--- src/rtl/sfx_event_scheduler.sv ---
// Queues good/bad/best jingle requests and plays them one at a time with a silent gap; best preempts good/bad.
// 2-cycle request-to-play latency from idle; no backpressure: losing or overflowing requests are dropped and counted.
module sfx_event_scheduler #(
    parameter int PLAY_CYCLES = 550_000_000,
    parameter int GAP_CYCLES  = 10_000_000,
    parameter int QUEUE_DEPTH = 4,
    parameter int TIMER_W     = 30
) (
    input  logic                         clk,
    input  logic                         rst_one_pulsed,
    input  logic                         req_good_i,
    input  logic                         req_bad_i,
    input  logic                         req_best_i,
    input  logic                         flush_i,
    output logic [1:0]                   sfx_state_o,
    output logic                         duck_o,
    output logic                         sfx_done_o,
    output logic [$clog2(QUEUE_DEPTH):0] queue_count_o,
    output logic [7:0]                   drop_count_o
);

    localparam int PTR_W = $clog2(QUEUE_DEPTH);
    localparam int CNT_W = PTR_W + 1;
    localparam logic [TIMER_W-1:0] PLAY_LAST = TIMER_W'(PLAY_CYCLES - 1);
    localparam logic [TIMER_W-1:0] GAP_LAST  = TIMER_W'(GAP_CYCLES - 1);
    localparam logic [CNT_W-1:0]   CNT_FULL  = CNT_W'(QUEUE_DEPTH);

    localparam logic [1:0] CODE_SIL  = 2'b00;
    localparam logic [1:0] CODE_GOOD = 2'b01;
    localparam logic [1:0] CODE_BAD  = 2'b10;
    localparam logic [1:0] CODE_BEST = 2'b11;

    typedef enum logic [1:0] {
        S_IDLE = 2'd0,
        S_PLAY = 2'd1,
        S_GAP  = 2'd2
    } state_e;

    state_e             state_q, state_d;
    logic [TIMER_W-1:0] timer_q, timer_d;
    logic [1:0]         sfx_state_q, sfx_state_d;
    logic               duck_q, duck_d;
    logic               done_q, done_d;
    logic [CNT_W-1:0]   count_q, count_d;
    logic [PTR_W-1:0]   wr_ptr_q, wr_ptr_d;
    logic [PTR_W-1:0]   rd_ptr_q, rd_ptr_d;
    logic [7:0]         drop_q, drop_d;
    logic [1:0]         mem_q [QUEUE_DEPTH];

    logic       win_vld;
    logic [1:0] win_code;
    logic [1:0] n_req;
    logic [1:0] losers;
    logic       play_end, gap_end;
    logic       q_empty, q_full;
    logic       preempt, pop, push_try, push, full_drop;
    logic [1:0] head;
    logic [8:0] drop_sum;

    assign win_vld  = req_best_i | req_good_i | req_bad_i;
    assign win_code = req_best_i ? CODE_BEST : (req_good_i ? CODE_GOOD : CODE_BAD);
    assign n_req    = {1'b0, req_best_i} + {1'b0, req_good_i} + {1'b0, req_bad_i};
    assign losers   = (win_vld && !flush_i) ? (n_req - 2'd1) : 2'd0;

    assign play_end = (state_q == S_PLAY) && (timer_q == PLAY_LAST);
    assign gap_end  = (state_q == S_GAP)  && (timer_q == GAP_LAST);
    assign q_empty  = (count_q == '0);
    assign q_full   = (count_q == CNT_FULL);
    assign head     = mem_q[rd_ptr_q];

    // Preemption wins over a coincident end-of-play: the best jingle restarts the timer.
    assign preempt   = !flush_i && req_best_i && (state_q == S_PLAY) &&
                       ((sfx_state_q == CODE_GOOD) || (sfx_state_q == CODE_BAD));
    assign pop       = !flush_i && !q_empty && ((state_q == S_IDLE) || gap_end);
    assign push_try  = !flush_i && win_vld && !preempt;
    assign push      = push_try && (!q_full || pop);
    assign full_drop = push_try && !push;

    assign drop_sum = {1'b0, drop_q} + {7'd0, losers} + {8'd0, full_drop};
    assign drop_d   = drop_sum[8] ? 8'hFF : drop_sum[7:0];

    assign count_d  = flush_i ? '0 : (count_q + {{PTR_W{1'b0}}, push} - {{PTR_W{1'b0}}, pop});
    assign wr_ptr_d = flush_i ? '0 : (push ? wr_ptr_q + PTR_W'(1) : wr_ptr_q);
    assign rd_ptr_d = flush_i ? '0 : (pop  ? rd_ptr_q + PTR_W'(1) : rd_ptr_q);

    always_ff @(posedge clk or posedge rst_one_pulsed) begin
        if (rst_one_pulsed) begin
            state_q <= S_IDLE;
        end else begin
            state_q <= state_d;
        end
    end

    always_comb begin
        state_d = state_q;
        if (flush_i) begin
            state_d = S_IDLE;
        end else begin
            case (state_q)
                S_IDLE:  if (pop) state_d = S_PLAY;
                S_PLAY:  if (!preempt && play_end) state_d = S_GAP;
                S_GAP:   if (gap_end) state_d = pop ? S_PLAY : S_IDLE;
                default: state_d = S_IDLE;
            endcase
        end
    end

    always_comb begin
        timer_d     = timer_q;
        sfx_state_d = sfx_state_q;
        duck_d      = duck_q;
        done_d      = 1'b0;
        if (flush_i) begin
            timer_d     = '0;
            sfx_state_d = CODE_SIL;
            duck_d      = 1'b0;
        end else begin
            case (state_q)
                S_IDLE: begin
                    if (pop) begin
                        sfx_state_d = head;
                        duck_d      = 1'b1;
                        timer_d     = '0;
                    end
                end
                S_PLAY: begin
                    if (preempt) begin
                        sfx_state_d = CODE_BEST;
                        timer_d     = '0;
                    end else if (play_end) begin
                        sfx_state_d = CODE_SIL;
                        duck_d      = 1'b0;
                        done_d      = 1'b1;
                        timer_d     = '0;
                    end else begin
                        timer_d = timer_q + TIMER_W'(1);
                    end
                end
                S_GAP: begin
                    if (gap_end) begin
                        timer_d = '0;
                        if (pop) begin
                            sfx_state_d = head;
                            duck_d      = 1'b1;
                        end
                    end else begin
                        timer_d = timer_q + TIMER_W'(1);
                    end
                end
                default: begin
                    timer_d     = '0;
                    sfx_state_d = CODE_SIL;
                    duck_d      = 1'b0;
                end
            endcase
        end
    end

    always_ff @(posedge clk or posedge rst_one_pulsed) begin
        if (rst_one_pulsed) begin
            timer_q     <= '0;
            sfx_state_q <= CODE_SIL;
            duck_q      <= 1'b0;
            done_q      <= 1'b0;
            count_q     <= '0;
            wr_ptr_q    <= '0;
            rd_ptr_q    <= '0;
            drop_q      <= '0;
        end else begin
            timer_q     <= timer_d;
            sfx_state_q <= sfx_state_d;
            duck_q      <= duck_d;
            done_q      <= done_d;
            count_q     <= count_d;
            wr_ptr_q    <= wr_ptr_d;
            rd_ptr_q    <= rd_ptr_d;
            drop_q      <= drop_d;
        end
    end

    always_ff @(posedge clk) begin
        if (push) begin
            mem_q[wr_ptr_q] <= win_code;
        end
    end

    assign sfx_state_o   = sfx_state_q;
    assign duck_o        = duck_q;
    assign sfx_done_o    = done_q;
    assign queue_count_o = count_q;
    assign drop_count_o  = drop_q;

endmodule

--- config.mk ---
export PLATFORM = sky130hd
export DESIGN_NAME = sfx_event_scheduler
export DESIGN_NICKNAME = d
export VERILOG_FILES = /design/src/rtl/sfx_event_scheduler.sv
export SDC_FILE = /design/constraint.sdc
export NUM_CORES = 1
export LEC_CHECK = 0
export ABC_AREA = 1
export CAP_MARGIN = 20
export CORE_MARGIN = 2
export CORE_UTILIZATION = 65
export CTS_BUF_LIST = sky130_fd_sc_hd__clkbuf_4 sky130_fd_sc_hd__clkbuf_8
export DETAILED_ROUTE_END_ITERATION = 16
export PLACE_DENSITY = 0.95
export SYNTH_ARGS = -nofsm -noshare
export SYNTH_HDL_FRONTEND = slang
export SYNTH_SLANG_ARGS = --single-unit
--- constraint.sdc ---
create_clock -name clk -period 5.9 [get_ports clk]
set_clock_uncertainty 0.1 [all_clocks]
set_input_delay 1.77 -clock clk [delete_from_list [all_inputs] [get_ports clk]]
set_output_delay 1.77 -clock clk [all_outputs]
set_load 0.01 [all_outputs]
* Word level (Yosys, flattened, before mapping)
Memories as Yosys holds them, arrays and structs flattened.
Index checks and enable logic that the tools add are counted.
** Storage, ports and cells
- Flip-flop bits (word level) :: 51
- Bits in writable memories :: 8
- Output and inout bits :: 15
- Memories :: 1
** Operators by class
- $add $sub $neg :: 10
- Eq/ne operators :: 13
- Multiplexer cells :: 39
- Bitwise gates (word level) :: 2
- Reduce and logical (&&, ||, !) cells :: 27
** Memory list
- mem_q :: depth 4, bits a word 2, rd ports 1, clocked after memory_dff 0, wr ports 1, RTL line 48 : logic [1:0] mem_q [QUEUE_DEPTH];
** Operators with widths (count)
- two-way mux 30 bit :: 5
- one-hot mux 30 bit (3 select lines) :: 1
- two-way mux 2 bit :: 16
- adder 30 x 1 -> 30 bit, second input constant :: 1
- equality test 30 x 24 -> 1 bit, second input constant :: 1
- equality test 30 bit, second input constant :: 1
- logical AND 1 bit :: 12
- two-way mux 1 bit :: 12
- inequality test 3 bit, second input constant :: 4
- one-hot mux 2 bit (3 select lines) :: 2
- adder 8 x 2 -> 9 bit :: 1
- adder 9 x 1 -> 9 bit :: 1
- two-way mux 8 bit :: 1
- AND reduction 3 bit :: 2
- logical NOT 1 bit :: 5
- adder 2 x 1 -> 2 bit, second input constant :: 2
- equality test 2 x 1 -> 1 bit, second input constant :: 2
- equality test 2 bit, second input constant :: 2
- inequality test 4 bit, second input constant :: 1
- nonzero test 2 bit :: 2
- adder 3 x 1 -> 3 bit :: 1
- equality test 3 bit, second input constant :: 1
- logical NOT 3 bit :: 1
- logical OR 1 bit :: 3
- 10 further kinds :: 11

* Depth between registers and ports, before layout
Gate-level depths: netlist (run 1).
- Depth after elaboration :: 11
- Mapped depth :: 20

* Worst setup path after synthesis (run 1)
Ideal clock, no wire load.
- Path kind :: in2reg
- Start :: in req_best_i
- End :: reg drop_q[6], in the netlist drop_count_o[6]
- Setup time :: 83 ps
- Data arrival time :: 3825 ps
- Data required time :: 5717 ps
- Path slack :: 1892 ps
- Stages on the path :: 13
- Buffers on the path :: 0
- Cells stage by stage :: inv_1 -> ha_1 -> inv_1 -> ha_1 -> or2_2 -> a21oi_1 -> inv_1 -> fa_1 -> nor2_1 -> nand3_1 -> nor2_1 -> nand2_1 -> o21ai_0
** Between the ends
- Word-level cells in the longest chain between the ends :: 10
- Elaborated cells on any way between the ends :: 18
** Ends and longest elaborated chain
- from (decl) :: RTL line 13 : input logic req_best_i,
- branches (longest 8 deep; another with adder 8 x 2 -> 9 bit)
- adder 9 x 1 -> 9 bit * :: RTL line 79 : assign drop_sum = {1'b0, drop_q} + {7'd0, losers} + {8'd0, full_drop};
- two-way mux 8 bit * :: RTL line 80 : assign drop_d = drop_sum[8] ? 8'hFF : drop_sum[7:0];
- net drop_d[6] :: RTL line 47 : logic [7:0] drop_q, drop_d;
- to (signal assigned) :: RTL line 177 : drop_q <= drop_d;
- to (decl) :: RTL line 47
Mark *: on every way through the listed nets, which the timed path passes.
A chain may end at the register's enable or synchronous reset.

* Final worst setup path (run 1)
- Start :: in flush_i
- End :: reg drop_q[5], in the netlist drop_count_o[5]
** Between the ends
- Word-level cells in the longest chain between the ends :: 11
- Elaborated cells on any way between the ends :: 17
** Ends and longest elaborated chain
- from (decl) :: RTL line 14 : input logic flush_i,
- logical NOT 1 bit *
- branches (longest 8 deep; another with adder 8 x 2 -> 9 bit)
- adder 9 x 1 -> 9 bit * :: RTL line 79
- two-way mux 8 bit * :: RTL line 80
- net drop_d[5] :: RTL line 47
Marks and branches as above.

==> impl_summary.log, run 1 <==
[metrics] result of the run: complete, no violations
[metrics] commonest register cell after synthesis: dfrtp_1
[metrics] maximum clock insertion buffer count: 2
[metrics] startpoint of the lowest-slack hold path: duck_o
[metrics] clock net sink count: 59
[metrics] number of clock buffers inserted by TritonCTS: 9
[metrics] setup slack after layout: 1210 ps
[metrics] mux cell area share after synthesis: 0%
[metrics] n_diodes: 0
[metrics] Clock Power Share: 25.3%
[metrics] Critical path origin: flush_i
[metrics] final core occ: 76.5%
[metrics] clock slew seen by the registers of the worst setup and hold paths: 70 ps
[metrics] final slew viol count: 0
[metrics] routed vias/inst: 5.78
[metrics] Top-Level Pins: 21
[metrics] GRT Residual Overflow: 0
[metrics] post-route worst hold slack: 423 ps
[metrics] total power divided by cell area: 367 nW/µm²
[metrics] num rows: 27
[metrics] net switching share of the total power: 40.2%
[metrics] count of vias placed by the detailed router: 3427
[metrics] register-to-register setup slack: 2560 ps
[metrics] largest net degree at the start of global routing: 52
[metrics] mean cell area of the mapped netlist: 7.73 µm²
[metrics] number of enable-type register cells in the synthesized netlist: 8
[metrics] Post-Route Setup TNS: 0 ps
[metrics] internal power contribution: 936 µW
[metrics] post-route fraction of the period consumed by the critical path: 79.5%
[metrics] buffer cell driving the clock tree root: clkbuf_8
[metrics] worst slack at placement: 924 ps
[metrics] layout cell share with drive strength beyond 1: 14.4%
[metrics] count of final setup violators: 0
[metrics] clock latency at the later pin of the worst-skew pair: 360 ps
[metrics] RSZ-0062 raised after global routing: no
[metrics] Max-slew headroom: 42.4%
[metrics] DRT Pass-1 Iters: 5
[metrics] endpoint of the worst-slack reg-to-reg timing path: drop_count_o[5]
[metrics] simple-gate area share of the yosys netlist: 34.1%
[metrics] met1 Resource Use GR: 37.8%
[metrics] proportion of synthesized chip area in sequential cells: 39.9%
[metrics] critical path capture point type: flop
[metrics] post-DP HPWL: 5.99 mm
[metrics] cts-stage hold buffer count: 0
[metrics] startpoint-to-endpoint class of the critical path: in2reg
[metrics] number of buffers added on ports: 20
[metrics] static power due to leakage: 1.91 nW
[metrics] vertical die dimension: 80.4 µm
[metrics] startpoint class of the critical path: input pin
[metrics] post-synthesis xor/xnor area fraction: 4.15%
[metrics] count of max-cap constraint violations: 0
[metrics] Net Switching: 629 µW
[metrics] sum of routed wire length over all layers: 9.00 mm
[metrics] starting utilization of the core area: 68.1%
[metrics] clock tree from TritonCTS: done
[metrics] Async S/R FF share, synth: 86.4%
[metrics] peak fanout along the critical path: 12
[metrics] met2 global-route usage: 48.2%
[metrics] Reg area: 1520 µm²
[metrics] global-route wire length before repair: 14.7 mm
[metrics] synthesized area: 3800 µm²
[metrics] Worst R2R Start: timer_q[0]
[metrics] Total Power: 1.56 mW
[metrics] post-synthesis cell type count: 35
[metrics] number of nets in the layout: 543
[metrics] die footprint: 6470 µm²
[metrics] slew at the pin with the worst max-slew slack: 862 ps
[metrics] via count of the first global-routing pass: 3279
[metrics] maximum resistive drop on vdd: 0.000226 V
[metrics] number of synthesis warnings: 0
[metrics] busiest layer in global routing: met2
[metrics] Antenna Nets Post-Route: 0
[metrics] post-DR wirelength/cell: 15.2 µm
[metrics] worst-case reg-to-reg path depth: 18
[metrics] critical path data arrival time: 4870 ps
[metrics] Flop pwr share: 35.2%
[metrics] maximum frequency from static timing analysis: 213 MHz
[metrics] arithmetic-cell share of the synthesized area counting full adders, half adders and majority gates: 7.19%
[metrics] combinational fraction of design power: 39.6%
[metrics] met3 Track Usage GR: 5.62%
[metrics] post-synthesis instance total: 491
[metrics] number of failing hold endpoints at the final stage: 0
[metrics] Synth Area in Compound Gates: 5.24%
[metrics] worst hold-check path type: reg2reg
[metrics] total setup buffers inserted after CTS: 0
[metrics] maximum level of the CTS H-tree: 3
[metrics] placer congestion estimate: 0.962
[metrics] Total Routing Usage GR: 30.1%
[metrics] detailed router's first-iteration violation count: 329
[metrics] count of cells resized by post-cts repair: 0
[metrics] antenna violations before repair: 0
[metrics] core area: 5570 µm²
[metrics] shortest clock period the worst path allows after layout: 4690 ps
[metrics] largest family of logic cells by synthesized area: simple AND/OR/NAND/NOR gates
[metrics] last element of the critical path: drop_count_o[5]
[metrics] most common library cell in the layout ignoring fill and taps: nand2_1
[metrics] Data required, critical path: 6080 ps
[metrics] top library cells by usage in the layout, fill and taps aside: 105 x nand2_1, 73 x inv_1, 58 x nor2_1
[metrics] number of flip-flops and latches in the synthesized netlist: 59
[metrics] post-synthesis to final-layout area growth: 12.4%
[metrics] fillers: 342
[metrics] syn nets: 517
[metrics] combined area of the multi-input logic cells: 1920 µm²
[metrics] die width: 80.4 µm
[metrics] DRC viols: 0
==> power groups by stage <==
stage	Sequential (mW)	Clock, mW	Combinational [mW]
2_1_floorplan	0.560	0	0.400
3_3_place_gp	0.550	0	0.558
3_5_place_dp	0.554	0	0.588
4_1_cts	0.548	0.398	0.603
5_1_grt	0.558	0.411	0.692
6_report	0.550	0.395	0.619
==> cells in the mapped netlist, types with 2 or more instances <==
master	number	area (µm²)
o21ai_0	10	50.1
nand3_1	40	200
fa_1	3	60.1
buf_6	2	22.5
xnor2_1	3	26.3
nor3_1	11	55.1
nand3_2	2	20.0
edfxtp_1	8	240
a21oi_1	12	60.1
nor4_1	3	18.8
inv_1	74	278
nand2_1	105	394
nor2_2	24	150
a21oi_2	2	17.5
nor2_4	4	45.0
buf_2	4	20.0
nand2_4	3	33.8
xor2_1	15	131
o21ai_1	4	20.0
a31oi_1	2	12.5
ha_1	17	213
nand4_1	7	43.8
nor2_1	58	218
inv_2	6	22.5
nand2_2	11	68.8
dfrtp_1	51	1280
or2_2	2	12.5
==> stage by stage <==
stage,cell area [µm²],std cells
3_5_place_dp,4040,577
6_report,4270,593
2_1_floorplan,3800,491
3_3_place_gp,4040,577
5_1_grt,4270,593
4_1_cts,4250,592
==> how the worst min path moves through the flow <==
stage / cells after the start / slack [ps] / endpoint
after detailed placement: 2 / 410 / duck_o
after CTS: 2 / 420 / duck_o
after global placement: 2 / 400 / timer_q[1]
after global routing: 2 / 460 / duck_o
after floorplan: 2 / 380 / timer_q[1]
final: 2 / 420 / duck_o
==> routing by layer <==
metal	part of all wire (%)	wire length, µm
met1	40	3620
met2	47	4270
met3	7.5	675
met4	4.7	427
met5	0	0
==> area by class of cell <==
class	count	share of cell area, %
Multi-Input combinational cell	345	45.1
Clock buffer	13	4.05
Tap cell	72	2.11
Sequential cell	59	35.6
Inverter	80	7.04
Clock inverter	2	0.821
Timing Repair Buffer	22	5.34
==> cells by family after synthesis <==
logic type      Yosys count
simple gates            273
xor+xnor                 18
fa+ha+maj                20
buf+inv                  87
flops                    59
compound gates           34
==> flip-flops by register name, indices dropped and copies added (netlist names) <==
register / cells
queue_count_o: 3
drop_count_o: 8
sfx_done_o: 1
state_q: 2
rd_ptr_q: 2
duck_o: 1
sfx_state_o: 2
timer_q: 30
wr_ptr_q: 2
mem_q: 8
==> critical path, cell delays in order <==
cell and delay (ps):
clkdlybuf4s50_1 750, inv_2 170, nand2_1 140, inv_1 60
nand2_2 120, nand2_2 100, nor3_1 250, fa_1 260
inv_1 60, fa_1 390, nor2_1 240, nand3_1 100
nor2_1 150, nand2_1 180, nand3_1 130
Power figures use the tool's default switching activity.
==> inputs of run 2 (changes only) <==
- CORE_UTILIZATION: 65 -> 62
- PLACE_DENSITY: 0.95 -> 0.93
- clock period: 5.9 -> 4.9 ns (I/O delays scaled with it)
==> run 2 against run 1 <==
Largest cell class unchanged. Critical path depth down 1. Via count shrank 5.5%. Global-route usage down 4.1 points. Sequential cell count stayed put. Sequential share of layout area down 0.23 points. Register-to-register slack worse by 960 ps. Critical path type unchanged. Count of clock-buffer cells in the layout up 2. Clock power rose by 26%. Hold slack got worse by 7.5 ps. Total power is 20% higher. Non-clock buffer count rose by 1.
==> impl_summary.log, run 2 (synthesis gave the netlist of run 1 again) <==
[metrics] result of the run: complete, no violations (unchanged)
[metrics] total power divided by cell area: 436 nW/µm² (was 367 nW/µm²)
[metrics] top library cells by usage in the layout, fill and taps aside: 105 x nand2_1, 73 x inv_1, 58 x nor2_1 (unchanged)
[metrics] num rows: 28 (was 27)
[metrics] n_diodes: 0 (unchanged)
[metrics] Post-Place Cell Area: 4050 µm² (was 4040 µm²)
[metrics] startpoint-to-endpoint class of the critical path: in2reg (unchanged)
[metrics] number of failing hold endpoints at the final stage: 0 (unchanged)
[metrics] placer congestion estimate: 0.918 (was 0.962)
[metrics] peak fanout along the critical path: 7 (was 12)
[metrics] DRC viols: 0 (unchanged)
[metrics] maximum resistive drop on vdd: 0.000262 V (was 0.000226 V)
[metrics] worst-case reg-to-reg path depth: 18 (unchanged)
[metrics] core area: 5920 µm² (was 5570 µm²)
[metrics] Largest Register: timer_q (unchanged)
[metrics] final core occ: 72.5% (was 76.5%)
[metrics] final design area excluding fillers: 4290 µm² (was 4270 µm²)
[metrics] final slew viol count: 0 (unchanged)
[metrics] fillers: 441 (was 342)
[metrics] total setup buffers inserted after CTS: 0 (unchanged)
[metrics] buffer cell driving the clock tree root: clkbuf_8 (unchanged)
[metrics] antenna violations before repair: 0 (unchanged)
[metrics] count of vias placed by the detailed router: 3238 (was 3427)
[metrics] critical path's largest stage delay: 510 ps (was 750 ps)
[metrics] maximum level of the CTS H-tree: 3 (unchanged)
[metrics] slew at the pin with the worst max-slew slack: 863 ps (was 862 ps)
[metrics] cell count after placement: 581 (was 577)
[metrics] Total Routing Usage GR: 26.0% (was 30.1%)
[metrics] cts-stage hold buffer count: 0 (unchanged)
[metrics] vertical die dimension: 82.3 µm (was 80.4 µm)
[metrics] post-route non-filler standard cell count: 598 (was 593)
[metrics] startpoint class of the critical path: input pin (unchanged)
[metrics] die footprint: 6770 µm² (was 6470 µm²)
[metrics] critical path data arrival time: 4350 ps (was 4870 ps)
[metrics] count of cells resized by post-cts repair: 0 (unchanged)
[metrics] clock latency at the later pin of the worst-skew pair: 350 ps (was 360 ps)
[metrics] critical path capture point type: flop (unchanged)
[metrics] clock tree from TritonCTS: done (unchanged)
[metrics] RSZ-0062 raised after global routing: no (unchanged)
[metrics] die width: 82.3 µm (was 80.4 µm)
[metrics] largest net degree at the start of global routing: 52 (unchanged)
[metrics] clock slew seen by the registers of the worst setup and hold paths: 70 ps (about the same)
[metrics] worst hold-check path type: reg2reg (unchanged)
[metrics] static power due to leakage: 1.92 nW (was 1.91 nW)
[metrics] Post-Route Setup TNS: 0 ps (unchanged)
[metrics] Top-Level Pins: 21 (unchanged)
[metrics] number of buffers added on ports: 20 (unchanged)
[metrics] layout cell share with drive strength beyond 1: 14.7% (was 14.4%)
[metrics] post-synthesis to final-layout area growth: 13.1% (was 12.4%)
[metrics] count of final setup violators: 0 (unchanged)
[metrics] via count of the first global-routing pass: 3068 (was 3279)
[metrics] clock net sink count: 59 (unchanged)
[metrics] sum of routed wire length over all layers: 7.99 mm (was 9.00 mm)
[metrics] GRT Residual Overflow: 0 (unchanged)
[metrics] dominant cell type by count on the critical path: inv_1
[metrics] post-DR wirelength/cell: 13.4 µm (was 15.2 µm)
[metrics] number of clock buffers inserted by TritonCTS: 9 (unchanged)
[metrics] DRT Pass-1 Iters: 5 (unchanged)
[metrics] Max-slew headroom: 42.3% (was 42.4%)
[metrics] post-DP HPWL: 5.88 mm (was 5.99 mm)
[metrics] worst hold path stage count: 2 (unchanged)
[metrics] maximum frequency from static timing analysis: 239 MHz
[metrics] shortest clock period the worst path allows after layout: 4180 ps
[metrics] critical path, cell by cell: clkdlybuf4s50_1 > inv_1 > ha_1 > inv_1 > ha_1 > or2_2 > a21oi_1 > inv_1 > fa_1 > nor2_1 > nand3_1 > nor2_1 > nand2_1 > o21ai_0 (was clkdlybuf4s50_1 > inv_2 > nand2_1 > inv_1 > nand2_2 > nand2_2 > nor3_1 > fa_1 > inv_1 > fa_1 > nor2_1 > nand3_1 > nor2_1 > nand2_1 > nand3_1)
[metrics] detailed router's first-iteration violation count: 224 (was 329)
[metrics] maximum clock insertion buffer count: 2 (unchanged)
[metrics] post-route fraction of the period consumed by the critical path: 85.4%
[metrics] flip-flop count of the largest register after layout: 30 (unchanged)
[metrics] routed vias/inst: 5.41 (was 5.78)
[metrics] starting utilization of the core area: 64.1% (was 68.1%)
[metrics] global-route wire length before repair: 13.4 mm (was 14.7 mm)
[metrics] crit path max-delay cell type: clkdlybuf4s50_1 (unchanged)
[metrics] Antenna Nets Post-Route: 0 (unchanged)
[metrics] number of nets in the layout: 544 (was 543)
[metrics] Data required, critical path: 5070 ps (was 6080 ps)
[metrics] count of max-cap constraint violations: 0 (unchanged)
[metrics] most common library cell in the layout ignoring fill and taps: nand2_1 (unchanged)
run 2: changes by cell type in the layout (fill, tap and decap cells not counted), sizes merged:
cell / change
clkbuf: +2
buf: +1
clkinv: -1
run 2: path summary, 6_finish.rpt:
check                                from              end  slack (ps)
max                            req_best_i  drop_count_o[2]         720
min                        sfx_state_o[0]   sfx_state_o[0]         420
max reg2reg                    timer_q[0]  drop_count_o[2]        1600
min reg2reg                sfx_state_o[0]   sfx_state_o[0]         420
max in group asynchronous  rst_one_pulsed      timer_q[11]        2840
min in group asynchronous  rst_one_pulsed      timer_q[16]        1340
run 2: final cells by class:
class                   count  area (µm²)  area share, %
multi-input cells         345        1920           44.8
clock buffers              15         194           4.52
repair buffers             23         235           5.48
inverters                  80         300           7.00
clock inverters             1        30.0          0.700
flip-flops and latches     59        1520           35.3
well taps                  75        93.8           2.19
run 2: metal layers:
| layer | track usage [%] | wire (µm) | vias up |
|---|---|---|---|
| met5 | 0 | 0 | - |
| met4 | 10.3 | 157 | 0 |
| met3 | 5.43 | 438 | 21 |
| met2 | 42.7 | 3950 | 115 |
| met1 | 33.6 | 3450 | 1511 |
| li1 | - | - | 1591 |
run 2: through the flow:
step | hold WS (ps) | total power [mW] | setup WS, ps
2_1_floorplan | 379 | 1.16 | 1190
3_3_place_gp | 394 | 1.33 | 491
3_5_place_dp | 401 | 1.37 | 372
4_1_cts | 417 | 1.87 | 713
5_1_grt | 442 | 1.99 | 371
6_report | 416 | 1.87 | 717
run 2: worst max-delay path, delay by kind of cell:
family                   cells  cell delay (ps)
buffers and inverters        4              730
adder cells (fa/ha/maj)      3              870
AO/OA/AOI/OAI                2              310
AND/OR/NAND/NOR              5              980
run 2: power breakdown:
group          total [mW]  leakage (nW)  internal, mW  switching, mW
sequential          0.660         0.757         0.577         0.0832
clock               0.496         0.117         0.302          0.193
combinational       0.715          1.05         0.269          0.446
total                1.87          1.92          1.15          0.723
